<file path="src/rtl/s68k_pkg.sv">
// s68k_pkg: shared state encoding, register offsets and reset constants for the
// AHB to strobed 68k-style byte bus bridge.
package s68k_pkg;
    typedef enum logic [1:0] {ST_IDLE, ST_SETUP, ST_STROBE, ST_HOLD} state_t;
    localparam logic [2:0] OFF_TXD  = 3'd0;
    localparam logic [2:0] OFF_RXC  = 3'd1;
    localparam logic [2:0] OFF_CFG  = 3'd2;
    localparam logic [2:0] OFF_STAT = 3'd3;
    localparam int CFG_CKPOL = 8;
    localparam logic [7:0] DIV_RST_DEF = 8'd3;
endpackage

</file>
<file path="src/rtl/s68k_cmd_fifo.sv">
// s68k_cmd_fifo: synchronous command FIFO; a push while full is accepted when a
// pop happens on the same clock.
module s68k_cmd_fifo
    import s68k_pkg::*;
#(
    parameter int W     = 9,
    parameter int DEPTH = 4
) (
    input  logic         clk_i,
    input  logic         rst_ni,
    input  logic         push_i,
    input  logic         pop_i,
    input  logic [W-1:0] din_i,
    output logic [W-1:0] dout_o,
    output logic         full_o,
    output logic         empty_o
);
    localparam int AW = $clog2(DEPTH);
    localparam logic [AW:0] ONE = 1;
    logic [W-1:0] mem_q [DEPTH];
    logic [AW:0]  wp_q, rp_q;
    logic         do_push, do_pop;

    assign empty_o = wp_q == rp_q;
    assign full_o  = (wp_q[AW-1:0] == rp_q[AW-1:0]) && (wp_q[AW] != rp_q[AW]);
    assign do_pop  = pop_i & ~empty_o;
    assign do_push = push_i & (~full_o | do_pop);
    assign dout_o  = mem_q[rp_q[AW-1:0]];

    always_ff @(posedge clk_i) begin
        if (!rst_ni) begin
            wp_q <= '0;
            rp_q <= '0;
        end else begin
            if (do_push) wp_q <= wp_q + ONE;
            if (do_pop) rp_q <= rp_q + ONE;
        end
    end

    always_ff @(posedge clk_i) begin
        if (do_push) mem_q[wp_q[AW-1:0]] <= din_i;
    end
endmodule

</file>
<file path="src/rtl/ahb_s68k_bridge.sv">
// ahb_s68k_bridge: AHB register slave that runs timed byte-wide CS/WR/CKO bus cycles.
// Define S68K_CMDFIFO_EN to queue commands in a FIFO instead of stalling while busy.
module ahb_s68k_bridge
    import s68k_pkg::*;
#(
    parameter int         DW         = 8,
    parameter logic [7:0] DIV_RST    = DIV_RST_DEF,
    parameter int         FIFO_DEPTH = 4
) (
    input  logic        HCLK,
    input  logic        HRESETn,
    input  logic        HSEL,
    input  logic [31:0] HADDR,
    input  logic        HWRITE,
    input  logic [1:0]  HTRANS,
    input  logic [2:0]  HSIZE,
    input  logic [31:0] HWDATA,
    output logic        HREADY,
    output logic [31:0] HRDATA,
    output logic [15:0] S68K_DO,
    input  logic [15:0] S68K_DI,
    output logic        S68K_DIR,
    output logic        S68K_CS,
    output logic        S68K_WR,
    output logic        S68K_CKO
);
    state_t        state_q;
    logic          addr_ok, dp_q, dp_wr_q, dp_cmd, start, busy, full, sample, rxv_d;
    logic          ckpol_q, rxv_q, rd_q, cs_q, wr_q, dir_q, unused;
    logic [2:0]    dp_off_q;
    logic [7:0]    div_q, ph_q;
    logic [DW-1:0] rxd_q, do_q;
    logic [DW:0]   cmd_in, cmd;
    logic [31:0]   hrdata_q, rd_val;

    assign addr_ok = HSEL & HTRANS[1];
    assign dp_cmd  = dp_q & dp_wr_q & ((dp_off_q == OFF_TXD) | (dp_off_q == OFF_RXC));
    assign cmd_in  = {dp_off_q == OFF_RXC, HWDATA[DW-1:0]};

`ifdef S68K_CMDFIFO_EN
    logic empty;
    assign start  = (state_q == ST_IDLE) & ~empty;
    assign busy   = (state_q != ST_IDLE) | ~empty;
    assign HREADY = ~(dp_cmd & full & ~start);
    s68k_cmd_fifo #(.W(DW + 1), .DEPTH(FIFO_DEPTH)) u_fifo (
        .clk_i  (HCLK),
        .rst_ni (HRESETn),
        .push_i (dp_cmd),
        .pop_i  (start),
        .din_i  (cmd_in),
        .dout_o (cmd),
        .full_o (full),
        .empty_o(empty)
    );
`else
    // Commands are taken straight from the data phase; a busy FSM stalls the bus.
    assign start  = (state_q == ST_IDLE) & dp_cmd;
    assign busy   = state_q != ST_IDLE;
    assign HREADY = ~(dp_cmd & busy);
    assign full   = 1'b0;
    assign cmd    = cmd_in;
`endif

    assign rd_val = ((HADDR[4:2] == OFF_TXD) || (HADDR[4:2] == OFF_RXC)) ? 32'(rxd_q)
                  : (HADDR[4:2] == OFF_CFG)  ? 32'({ckpol_q, div_q})
                  : (HADDR[4:2] == OFF_STAT) ? 32'({full, rxv_q, busy}) : '0;
    assign sample = (state_q == ST_STROBE) && (ph_q == 8'd0) && rd_q;
    assign rxv_d  = sample | (rxv_q & ~(addr_ok & HREADY & ~HWRITE & (HADDR[4:2] == OFF_RXC)));

    always_ff @(posedge HCLK) begin
        if (!HRESETn) begin
            dp_q     <= 1'b0;
            dp_wr_q  <= 1'b0;
            dp_off_q <= '0;
            hrdata_q <= '0;
            div_q    <= DIV_RST;
            ckpol_q  <= 1'b0;
            rxd_q    <= '0;
            rxv_q    <= 1'b0;
        end else begin
            if (HREADY) begin
                dp_q     <= addr_ok;
                dp_wr_q  <= HWRITE;
                dp_off_q <= HADDR[4:2];
                if (addr_ok) hrdata_q <= HWRITE ? '0 : rd_val;
            end
            if (dp_q && dp_wr_q && dp_off_q == OFF_CFG) begin
                div_q   <= HWDATA[7:0];
                ckpol_q <= HWDATA[CFG_CKPOL];
            end
            if (sample) rxd_q <= S68K_DI[DW-1:0];
            rxv_q <= rxv_d;
        end
    end

    // Every non-idle state lasts DIV+1 clocks; DIV is re-read at each state entry.
    always_ff @(posedge HCLK) begin
        if (!HRESETn) begin
            state_q <= ST_IDLE;
            ph_q    <= '0;
            cs_q    <= 1'b1;
            wr_q    <= 1'b1;
            dir_q   <= 1'b0;
            do_q    <= '0;
            rd_q    <= 1'b0;
        end else if (state_q == ST_IDLE) begin
            if (start) begin
                state_q <= ST_SETUP;
                ph_q    <= div_q;
                cs_q    <= 1'b0;
                wr_q    <= cmd[DW];
                dir_q   <= ~cmd[DW];
                rd_q    <= cmd[DW];
                if (!cmd[DW]) do_q <= cmd[DW-1:0];
            end
        end else if (ph_q != 8'd0) begin
            ph_q <= ph_q - 8'd1;
        end else begin
            state_q <= state_t'(state_q + 2'd1);
            ph_q    <= div_q;
            if (state_q == ST_HOLD) begin
                cs_q  <= 1'b1;
                wr_q  <= 1'b1;
                dir_q <= 1'b0;
            end
        end
    end

    assign HRDATA   = hrdata_q;
    assign S68K_DO  = 16'(do_q);
    assign S68K_DIR = dir_q;
    assign S68K_CS  = cs_q;
    assign S68K_WR  = wr_q;
    assign S68K_CKO = ckpol_q ^ (state_q == ST_STROBE);
    assign unused   = &{1'b0, HADDR, HSIZE, HWDATA, HTRANS, S68K_DI, 32'(FIFO_DEPTH)};
endmodule

</file>
<file path="config.mk">
export PLATFORM = sky130hd
export DESIGN_NAME = ahb_s68k_bridge
export DESIGN_NICKNAME = d
export VERILOG_FILES = /design/src/rtl/s68k_pkg.sv /design/src/rtl/s68k_cmd_fifo.sv /design/src/rtl/ahb_s68k_bridge.sv
export SDC_FILE = /design/constraint.sdc
export NUM_CORES = 1
export LEC_CHECK = 0
export ABC_AREA = 1
export BUFFER_PORTS_ARGS = -buffer_cell sky130_fd_sc_hd__buf_2
export CAP_MARGIN = 20
export CORE_ASPECT_RATIO = 0.5
export CORE_MARGIN = 2
export CORE_UTILIZATION = 41
export CTS_CLUSTER_DIAMETER = 100
export DETAILED_ROUTE_END_ITERATION = 16
export GPL_TIMING_DRIVEN = 1
export PLACE_DENSITY = 0.84
export SETUP_SLACK_MARGIN = 0.1
export SLEW_MARGIN = 20
export SYNTH_ARGS = -nofsm -noshare
export SYNTH_HDL_FRONTEND = slang
export SYNTH_SLANG_ARGS = --single-unit
</file>
<file path="constraint.sdc">
create_clock -name HCLK -period 1.27 [get_ports HCLK]
set_input_delay 0.0635 -clock HCLK [delete_from_list [all_inputs] [get_ports HCLK]]
set_output_delay 0.0635 -clock HCLK [all_outputs]
set_load 0.02 [all_outputs]
</file>
* Word-level counts from Yosys, hierarchy flattened
Index checks and enable logic that the tools add are counted.
** Storage, ports and cells
- Register bits :: 77
- Bits of input ports :: 89
- Word-level logic and storage cells :: 79
** Operators by class
- Add/subtract/negate cells :: 2
- Eq/ne operators :: 9
- Mux-type cells :: 20
- Bitwise gates (word level) :: 16
- Reductions and logical operators :: 17
** Operators by type and width (number)
- 9-bit two-way mux :: 3
- 8-bit two-way mux :: 3
- 1-bit two-way mux :: 10
- 1-bit AND :: 9
- 3-bit by 2-bit equality test with 1-bit output (second input constant) :: 3
- 8-bit logical NOT :: 1
- 2-bit two-way mux :: 4
- 8-bit nonzero test :: 1
- 8-bit by 1-bit subtractor with 8-bit output (second input constant) :: 1
- 3-bit by 1-bit equality test with 1-bit output (second input constant) :: 2
- 3-bit logical NOT :: 2
- 2-bit AND reduction :: 3
- 3-bit AND reduction :: 2
- 2-bit equality test (second input constant) :: 2
- 1-bit logical AND :: 4
- 2-bit inequality test (second input constant) :: 2
- 1-bit NOT :: 4
- 2-bit nonzero test :: 2
- 2-bit by 1-bit adder with 2-bit output (second input constant) :: 1
- 2-bit logical NOT :: 1
- 1-bit bitwise OR :: 2
- 1-bit logical OR :: 1
- 1-bit bitwise XOR :: 1

* Logic depth before layout (Yosys ltp)
Gate-level depths: netlist (run 1).
- Depth in word-level cells :: 11
- Gate-level depth with buffers :: 11

* Least setup slack after synthesis (run 1)
Ideal clock, no wire load.
- Kind :: register to register
- Start :: register state_q[0]
- End :: register hrdata_q[0], in the netlist HRDATA[0]
- Data arrival time :: 1.253 ns
- Data required time :: 1.198 ns
- Slack :: -0.055 ns
- Stages on the path, launching flop included :: 9
- Path buffers :: 0
- Cell sequence :: dfxtp_1 inv_1 ha_1 inv_2 nand2_4 nand3_1 inv_2 o21ai_0 a21oi_1
** On the way
- Elaborated cells between the ends (all ways) :: 8
** RTL lines
- start, declared :: line ahb_s68k_bridge.sv:27 : state_t state_q;
- start signal, assigned :: line ahb_s68k_bridge.sv:119 : state_q <= state_t'(state_q + 2'd1);
- 2-bit nonzero test :: line ahb_s68k_bridge.sv:58 : assign busy = state_q != ST_IDLE;
- 1-bit AND :: line ahb_s68k_bridge.sv:59 : assign HREADY = ~(dp_cmd & busy);
- 1-bit NOT (no line)
- named net HREADY :: line ahb_s68k_bridge.sv:18 : output logic HREADY,
- 2-bit AND reduction (no line)
- end signal, assigned :: line ahb_s68k_bridge.sv:85 : if (addr_ok) hrdata_q <= HWRITE ? '0 : rd_val;
- end, declared :: line ahb_s68k_bridge.sv:34 : logic [31:0] hrdata_q, rd_val;
The timed path passes the listed nets, and every way through them passes these cells.
A chain may end at the register's enable or synchronous reset.

* Final worst setup path (run 1)
- Start :: register ph_q[3]
- End :: register ph_q[1]
** On the way
- Cells in the longest elaborated chain, start to end :: 3
** RTL lines
- start, declared :: line ahb_s68k_bridge.sv:31 : logic [7:0] div_q, ph_q;
- start signal, assigned :: line ahb_s68k_bridge.sv:109 : ph_q <= div_q;
- start signal, assigned :: line ahb_s68k_bridge.sv:117 : ph_q <= ph_q - 8'd1;
- start signal, assigned :: line ahb_s68k_bridge.sv:120 : ph_q <= div_q;
- 8-bit nonzero test :: line ahb_s68k_bridge.sv:116 : end else if (ph_q != 8'd0) begin
- 8-bit two-way mux :: line ahb_s68k_bridge.sv:116
- 8-bit two-way mux :: line ahb_s68k_bridge.sv:106 : end else if (state_q == ST_IDLE) begin
Every way passes these cells.

==> impl_summary.log, run 1 <==
[metrics] type of element capturing the critical path: flop
[metrics] Initial Utilization: 43.1%
[metrics] type of the worst min-delay path: in -> reg
[metrics] number of design rule violations left after detail routing: 0
[metrics] H-tree level count: 2
[metrics] hold_sp: HWDATA[8]
[metrics] YS warnings: 0
[metrics] clock skew: 7.81 ps
[metrics] Die Wd: 118 um
[metrics] height of the chip: 61.0 um
[metrics] result of the run: finished with violations
[metrics] sequential standard cell area: 1090 um^2
[metrics] synthesis-stage register bit count: 54
[metrics] fraction of layout cells with a size suffix above 1: 44.0%
[metrics] worst min-delay path endpoint: ckpol_q
[metrics] CTS tree: built
[metrics] most used flip-flop cell after synthesis: dfxtp_1
[metrics] via density per instance: 5.69
[metrics] vias in the first global route: 2,320
[metrics] delay of the slowest cell on the worst path: 360 ps
[metrics] asr flop ratio synth: 0%
[metrics] r2r worst-path depth: 8
[metrics] fin. max-slew vios: 0
[metrics] vias: 3,008
[metrics] fillers: 446
[metrics] FF-to-FF setup slack: -270 ps
[metrics] total die area: 7200 um^2
[metrics] CTS buffer count: 5
[metrics] post-route fraction of the period consumed by the critical path: 121%
[metrics] combined area of all synthesized cells: 2660 um^2
[metrics] post-detailed-placement half-perimeter wirelength: 4.39 mm
[metrics] kind of critical path: reg -> reg
[metrics] number of iterations in the first detailed-routing pass: 7
[metrics] clk slew on worst S/H paths: 70 ps
[metrics] Arr. time, crit path: 1710 ps
[metrics] mean cell area of the mapped netlist: 7.46 um^2
[metrics] area growth from synthesis to final layout: 43.1%
[metrics] largest net degree at the start of global routing: 27
[metrics] unrepaired setup endpoints after global routing: true
[metrics] maximum frequency from static timing analysis: 650 MHz
[metrics] Slowest cell on crit path: dfxtp_1
[metrics] proportion of netlist area held by the largest area contributor: 40.6%
[metrics] sequential share of the synthesized area: 40.6%
[metrics] Multi-input gate area: 1660 um^2
[metrics] Hold WS: 28.4 ps
[metrics] global-route usage over all layers: 21.0%
[metrics] most used standard cells in the synthesized netlist: nand2_1 (56), dfxtp_1 (54), inv_1 (43)
[metrics] number of library cell types mapped by synthesis: 33
[metrics] detailed router's first-iteration violation count: 359
[metrics] CTS Hold Bufs: 0
[metrics] buffering stage count on the worst path with inverters included: 2
[metrics] gate family responsible for the most delay along the worst path: simple AND/OR/NAND/NOR gates
[metrics] setup TNS: -5900 ps
[metrics] total number of clock tree sinks: 54
[metrics] hold violation total from the final report: 0
[metrics] Syn Inst Count: 357
[metrics] Placer Congestion: 0.858
[metrics] final setup violating endpoints: 52
[metrics] fin nets: 535
[metrics] max-capacitance violation count: 0
[metrics] worst hold path depth: 3
[metrics] placeable core region: 6180 um^2
[metrics] antenna diode count: 0
[metrics] Synth area leaders: dfxtp_1 (41%), buf_4 (8.7%), nand2_1 (7.9%)
[metrics] fin util: 61.7%
[metrics] dominant cell by count in the synthesized netlist: nand2_1
[metrics] Max IR drop VDD: 0.000873 V
[metrics] library cell occupying the most area in the post-synthesis netlist: dfxtp_1
[metrics] logic depth of the worst path, buffers included: 8
[metrics] post-layout minimum cycle time: 1540 ps
[metrics] remaining global-route overflow: 0
[metrics] Startpoint Class: flop
[metrics] clock tree root driver cell: clkbuf_16
[metrics] violations in the final reports: setup timing
[metrics] beginning of the worst register-to-register path: ph_q[3]
[metrics] wire length after detailed routing: 9.90 mm
[metrics] Top Ports: 142
[metrics] Crit Reg-Reg Endpoint: ph_q[1]
[metrics] standard-cell row count: 20
[metrics] power density over the cells: 1930 nW/um^2
[metrics] buffer levels on the longest clock path: 2
[metrics] Post-DRT Antenna Nets: 0
[metrics] Power Total: 7350 uW
[metrics] wire length of the first global-routing pass: 11.6 mm
[metrics] required time reported for the critical path endpoint: 1440 ps
[metrics] worst-path fanout max: 6
[metrics] crit path setup slack, layout: -267 ps
[metrics] number of enable-type register cells in the synthesized netlist: 0
[metrics] cell breakdown of the critical path: inv_1 -> nand2_1 -> nor2_1 -> nand2_2 -> nand2_4 -> inv_2 -> o21ai_1 -> a21oi_1
[metrics] number of antenna violations at the first check in global routing: 0
[metrics] leakage power: 0.00165 uW
[metrics] DP Area: 3070 um^2
[metrics] clock latency of the later-clocked register in the worst-skew pair: 300 ps
[metrics] average wire per standard cell: 18.7 um
[metrics] port buffer count: 46
[metrics] final std cell area, no fill: 3810 um^2
through the flow:
stage,setup slack [ps],std cells
finish,-267,529
global route,-288,529
CTS,-92.6,518
detailed placement,-99.6,504
global placement,-45.5,504
floorplan,59.4,387
state kept, by name, summed over array words and instances (netlist names):
name,count
S68K_DIR,1
S68K_CS,1
HRDATA,9
dp_off_q,3
do_q,8
ckpol_q,1
rxd_q,8
div_q,8
ph_q,8
state_q,2
S68K_WR,1
rd_q,1
rxv_q,1
dp_q,1
dp_wr_q,1
what timing repair did:
action,CTS,global route
pin swaps,19,32
hold endpoints to repair,0,0
gates cloned,3,1
gates resized for setup,66,77
setup endpoints to repair,49,54
buffers inserted,5,10
where the power goes:
group	leakage [uW]	total, uW	switching, uW	internal [uW]
logic	0.00114	4000	2370	1620
clock network	0.0000688	1370	604	764
registers	0.000441	1990	128	1860
total	0.00165	7350	3100	4250
kinds of logic after synthesis:
group	after synthesis	synth area share, %
AND/OR/NAND/NOR	128	22.5
buffers and inverters	88	17.2
AO/OA/AOI/OAI	81	17.3
flip-flops	54	40.6
adder cells (fa/ha/maj)	4	1.88
XOR/XNOR	1	0.329
other	1	0.141
area by class of cell:
cell class	count	share of cell area (%)
Clock buffer	6	3.64
Timing Repair Buffer	83	15.4
Inverter	49	5.52
Multi-Input combinational cell	247	43.5
Sequential cell	54	28.7
Tap cell	88	2.89
Timing Repair inverter	2	0.394
worst register-to-register path, stage by stage (launching register included):
cell,delay (ps)
dfxtp_1,360
inv_1,80
nand2_1,60
nor2_1,250
nand2_2,130
nand2_4,130
inv_2,90
o21ai_1,200
a21oi_1,110
cells in the final DEF (no fill, tap or decap), drive strengths merged:
master     n
a31oi      1
nand2     62
a211oi     9
inv       47
dfxtp     54
ha         4
a21oi     27
or2        1
clkinvlp   3
clkinv     1
xor2       1
buf       83
nor3       1
o211ai     1
clkbuf     6
nor2      43
nand4      6
o22ai      4
o21ai     39
conb      31
nand3     17
routing by layer:
metal | global-route usage [%] | vias to the layer above | wire (um) | part of all wire, %
met5 | 0 | - | 0 | 0
met4 | 9.98 | 0 | 774 | 7.8
met3 | 4.89 | 88 | 986 | 10
met2 | 38.2 | 285 | 4470 | 45
met1 | 24.6 | 1371 | 3670 | 37
li1 | - | 1264 | - | -
how the worst max path moves through the flow:
stage,start,endpoint,slack (ps)
after global routing,ph_q[3],ph_q[7],-290
after global placement,state_q[1],S68K_WR,-50
after detailed placement,ph_q[0],rxd_q[5],-100
after floorplan,ph_q[1],rxd_q[6],60
after CTS,ph_q[1],rxd_q[5],-90
final,ph_q[3],ph_q[1],-270
(Power assumes the default switching activity.)
==> run 2, diff against run 1 <==
--- a/config.mk
+++ b/config.mk
@@ -8,13 +8,15 @@
 export ABC_AREA = 1
 export BUFFER_PORTS_ARGS = -buffer_cell sky130_fd_sc_hd__buf_2
 export CAP_MARGIN = 20
+export CELL_PAD_IN_SITES_DETAIL_PLACEMENT = 0
+export CELL_PAD_IN_SITES_GLOBAL_PLACEMENT = 1
 export CORE_ASPECT_RATIO = 0.5
 export CORE_MARGIN = 2
-export CORE_UTILIZATION = 41
+export CORE_UTILIZATION = 27
 export CTS_CLUSTER_DIAMETER = 100
 export DETAILED_ROUTE_END_ITERATION = 16
 export GPL_TIMING_DRIVEN = 1
-export PLACE_DENSITY = 0.84
+export PLACE_DENSITY = 0.82
 export SETUP_SLACK_MARGIN = 0.1
 export SLEW_MARGIN = 20
 export SYNTH_ARGS = -nofsm -noshare
==> impl_summary.log, run 2 (synthesis gave the netlist of run 1 again) <==
[metrics] result of the run: finished with violations
[metrics] violations in the final reports: setup timing
[metrics] Hold WS: 9.26 ps (-19.1 ps)
[metrics] power density over the cells: 1730 nW/um^2 (-10%)
[metrics] wire length of the first global-routing pass: 11.7 mm (+0.89%)
[metrics] required time reported for the critical path endpoint: 1500 ps (+60 ps)
[metrics] hold violation total from the final report: 0 (unchanged)
[metrics] standard-cell row count: 25 (+25%)
[metrics] Crit Reg-Reg Endpoint: ph_q[7]
[metrics] r2r worst-path depth: 10 (+2)
[metrics] worst slack, placed: -112 ps (-12.4 ps)
[metrics] total die area: 10,700 um^2 (+49%)
[metrics] area growth from synthesis to final layout: 52.8%
[metrics] worst min-delay path endpoint: do_q[6]
[metrics] hold_sp: HWDATA[6]
[metrics] Die Wd: 144 um (+22%)
[metrics] beginning of the worst register-to-register path: ph_q[0]
[metrics] number of antenna violations at the first check in global routing: 0 (unchanged)
[metrics] Top Ports: 142 (unchanged)
[metrics] Slowest cell on crit path: dfxtp_2
[metrics] Initial Utilization: 28.0% (-15 points)
[metrics] total number of clock tree sinks: 54 (unchanged)
[metrics] Gate power share: 52.7% (-1.6 points)
[metrics] H-tree level count: 2 (unchanged)
[metrics] Placer Congestion: 0.815 (-5.1%)
[metrics] vias: 2,635 (-12%)
[metrics] global-route usage over all layers: 14.1% (-7.0 points)
[metrics] switching component of the power: 2820 uW (-9.2%)
[metrics] setup TNS: -3260 ps (+2640 ps)
[metrics] largest net degree at the start of global routing: 27 (unchanged)
[metrics] fraction of layout cells with a size suffix above 1: 48.5% (+4.5 points)
[metrics] Arr. time, crit path: 1640 ps (-70 ps)
[metrics] worst-path fanout max: 6 (unchanged)
[metrics] clock tree root driver cell: clkbuf_16
[metrics] CTS tree: built
[metrics] remaining global-route overflow: 0 (unchanged)
[metrics] post-detailed-placement half-perimeter wirelength: 4.94 mm (+12%)
[metrics] antenna diode count: 0 (unchanged)
[metrics] kind of critical path: reg -> reg
[metrics] CTS buffer count: 5 (unchanged)
[metrics] type of element capturing the critical path: flop
[metrics] max-capacitance violation count: 0 (unchanged)
[metrics] Post-DRT Antenna Nets: 0 (unchanged)
[metrics] post-route fraction of the period consumed by the critical path: 111% (-9.8 points)
[metrics] worst hold path depth: 3 (unchanged)
[metrics] delay of the slowest cell on the worst path: 340 ps (-20 ps)
[metrics] Max IR drop VDD: 0.000800 V (-8.4%)
[metrics] via density per instance: 4.44 (-22%)
[metrics] Sequential Power Share: 28.0% (+1.0 points)
[metrics] maximum frequency from static timing analysis: 708 MHz (+8.9%)
[metrics] final setup violating endpoints: 44 (-15%)
[metrics] FF-to-FF setup slack: -140 ps (+130 ps)
[metrics] post-layout minimum cycle time: 1410 ps (-125 ps)
[metrics] commonest non-fill, non-tap cell in the layout: dfxtp_1
[metrics] buffer levels on the longest clock path: 2 (unchanged)
[metrics] fin util: 42.8% (-19 points)
[metrics] most frequent cells in the layout: dfxtp_1 (46), buf_2 (44), nand2_1 (40)
[metrics] unrepaired setup endpoints after global routing: true
[metrics] number of design rule violations left after detail routing: 0 (unchanged)
[metrics] detailed router's first-iteration violation count: 189 (-47%)
[metrics] crit path setup slack, layout: -142 ps (+125 ps)
[metrics] flip-flop count of the largest register after layout: 9 (unchanged)
[metrics] number of iterations in the first detailed-routing pass: 4 (-3)
[metrics] height of the chip: 74.2 um (+22%)
[metrics] cell breakdown of the critical path: inv_2 -> ha_4 -> nand2_1 -> nor2_1 -> nand2_1 -> nand2_4 -> buf_4 -> a21oi_2 -> nand2_1 -> a21oi_2
[metrics] placeable core region: 9510 um^2 (+54%)
[metrics] dominant cell type by count on the critical path: nand2_1
[metrics] vias in the first global route: 2,439 (+5.1%)
[metrics] average wire per standard cell: 13.5 um (-28%)
[metrics] type of the worst min-delay path: in -> reg
[metrics] Startpoint Class: flop
[metrics] clock latency of the later-clocked register in the worst-skew pair: 290 ps (about the same)
[metrics] leakage power: 0.00178 uW (+7.5%)
[metrics] port buffer count: 46 (unchanged)
[metrics] Internal Pwr Total: 4240 uW (-0.13%)
[metrics] clk slew on worst S/H paths: 70 ps (about the same)
[metrics] fin nets: 551 (+3.0%)
[metrics] wire length after detailed routing: 7.99 mm (-19%)
[metrics] clock skew: 5.10 ps (-2.70 ps)
[metrics] fin. max-slew vios: 0 (unchanged)
[metrics] proportion of power drawn by the clock network: 19.3% (+0.7 points)
[metrics] sw frac: 39.9% (-2.3 points)
[metrics] CTS Hold Bufs: 0 (unchanged)
==> run 2: power by group through the flow <==
stage	clock network [uW]	logic [uW]	registers, uW
2_1_floorplan	0	1540	1990
5_1_grt	1420	4020	1980
6_report	1360	3720	1970
3_5_place_dp	0	2320	1980
3_3_place_gp	0	2310	1980
4_1_cts	1360	3210	1970
==> run 2: worst max-delay path, delay by kind of cell (launching register included) <==
kind / cells / cell delay, ps
flip-flops: 1 / 340
adder cells (fa/ha/maj): 1 / 160
buffers and inverters: 2 / 210
AND/OR/NAND/NOR: 5 / 400
AO/OA/AOI/OAI: 2 / 230
==> run 2: repair_timing <==
action / in CTS / in global routing
cloned: 5 / 0
pin swaps: 37 / 30
endpoints found under the setup margin: 46 / 56
endpoints found under the hold margin: 0 / 0
resized for setup: 108 / 57
buffers inserted: 15 / 8
==> run 2: worst max path at each step <==
stage | from | to | slack, ps | cells past startpoint
2_1_floorplan | ph_q[1] | rxd_q[6] | 60 | 8
3_3_place_gp | state_q[1] | S68K_WR | -100 | 8
3_5_place_dp | state_q[1] | S68K_WR | -110 | 8
4_1_cts | state_q[1] | S68K_CKO | -110 | 5
5_1_grt | ph_q[0] | ph_q[7] | -240 | 10
6_report | ph_q[0] | ph_q[7] | -140 | 10
==> run 2: layer usage <==
layer | up-vias | part of all wire, % | GRT usage [%]
li1 | 1301 | - | -
met1 | 1227 | 44 | 17.4
met2 | 87 | 49 | 25.2
met3 | 20 | 4.6 | 2.45
met4 | 0 | 2.8 | 4.85
met5 | - | 0 | 0
==> run 2: area by class of cell <==
cell class / count / area, um^2
Clock buffer: 5 / 125
Clock inverter: 2 / 13.8
Fill cell: 889 / 5440
Inverter: 49 / 211
Multi-Input combinational cell: 248 / 1690
Sequential cell: 54 / 1100
Tap cell: 135 / 169
Timing Repair Buffer: 98 / 748
Timing Repair inverter: 2 / 15.0
==> run 2: metrics by stage <==
step / cell area (um^2) / power, uW / std cells
after floorplan: 2840 / 3540 / 387
after detailed placement: 3180 / 4300 / 558
final: 4070 / 7060 / 593
after global routing: 4070 / 7420 / 593
after CTS: 3810 / 6540 / 585
after global placement: 3180 / 4290 / 558
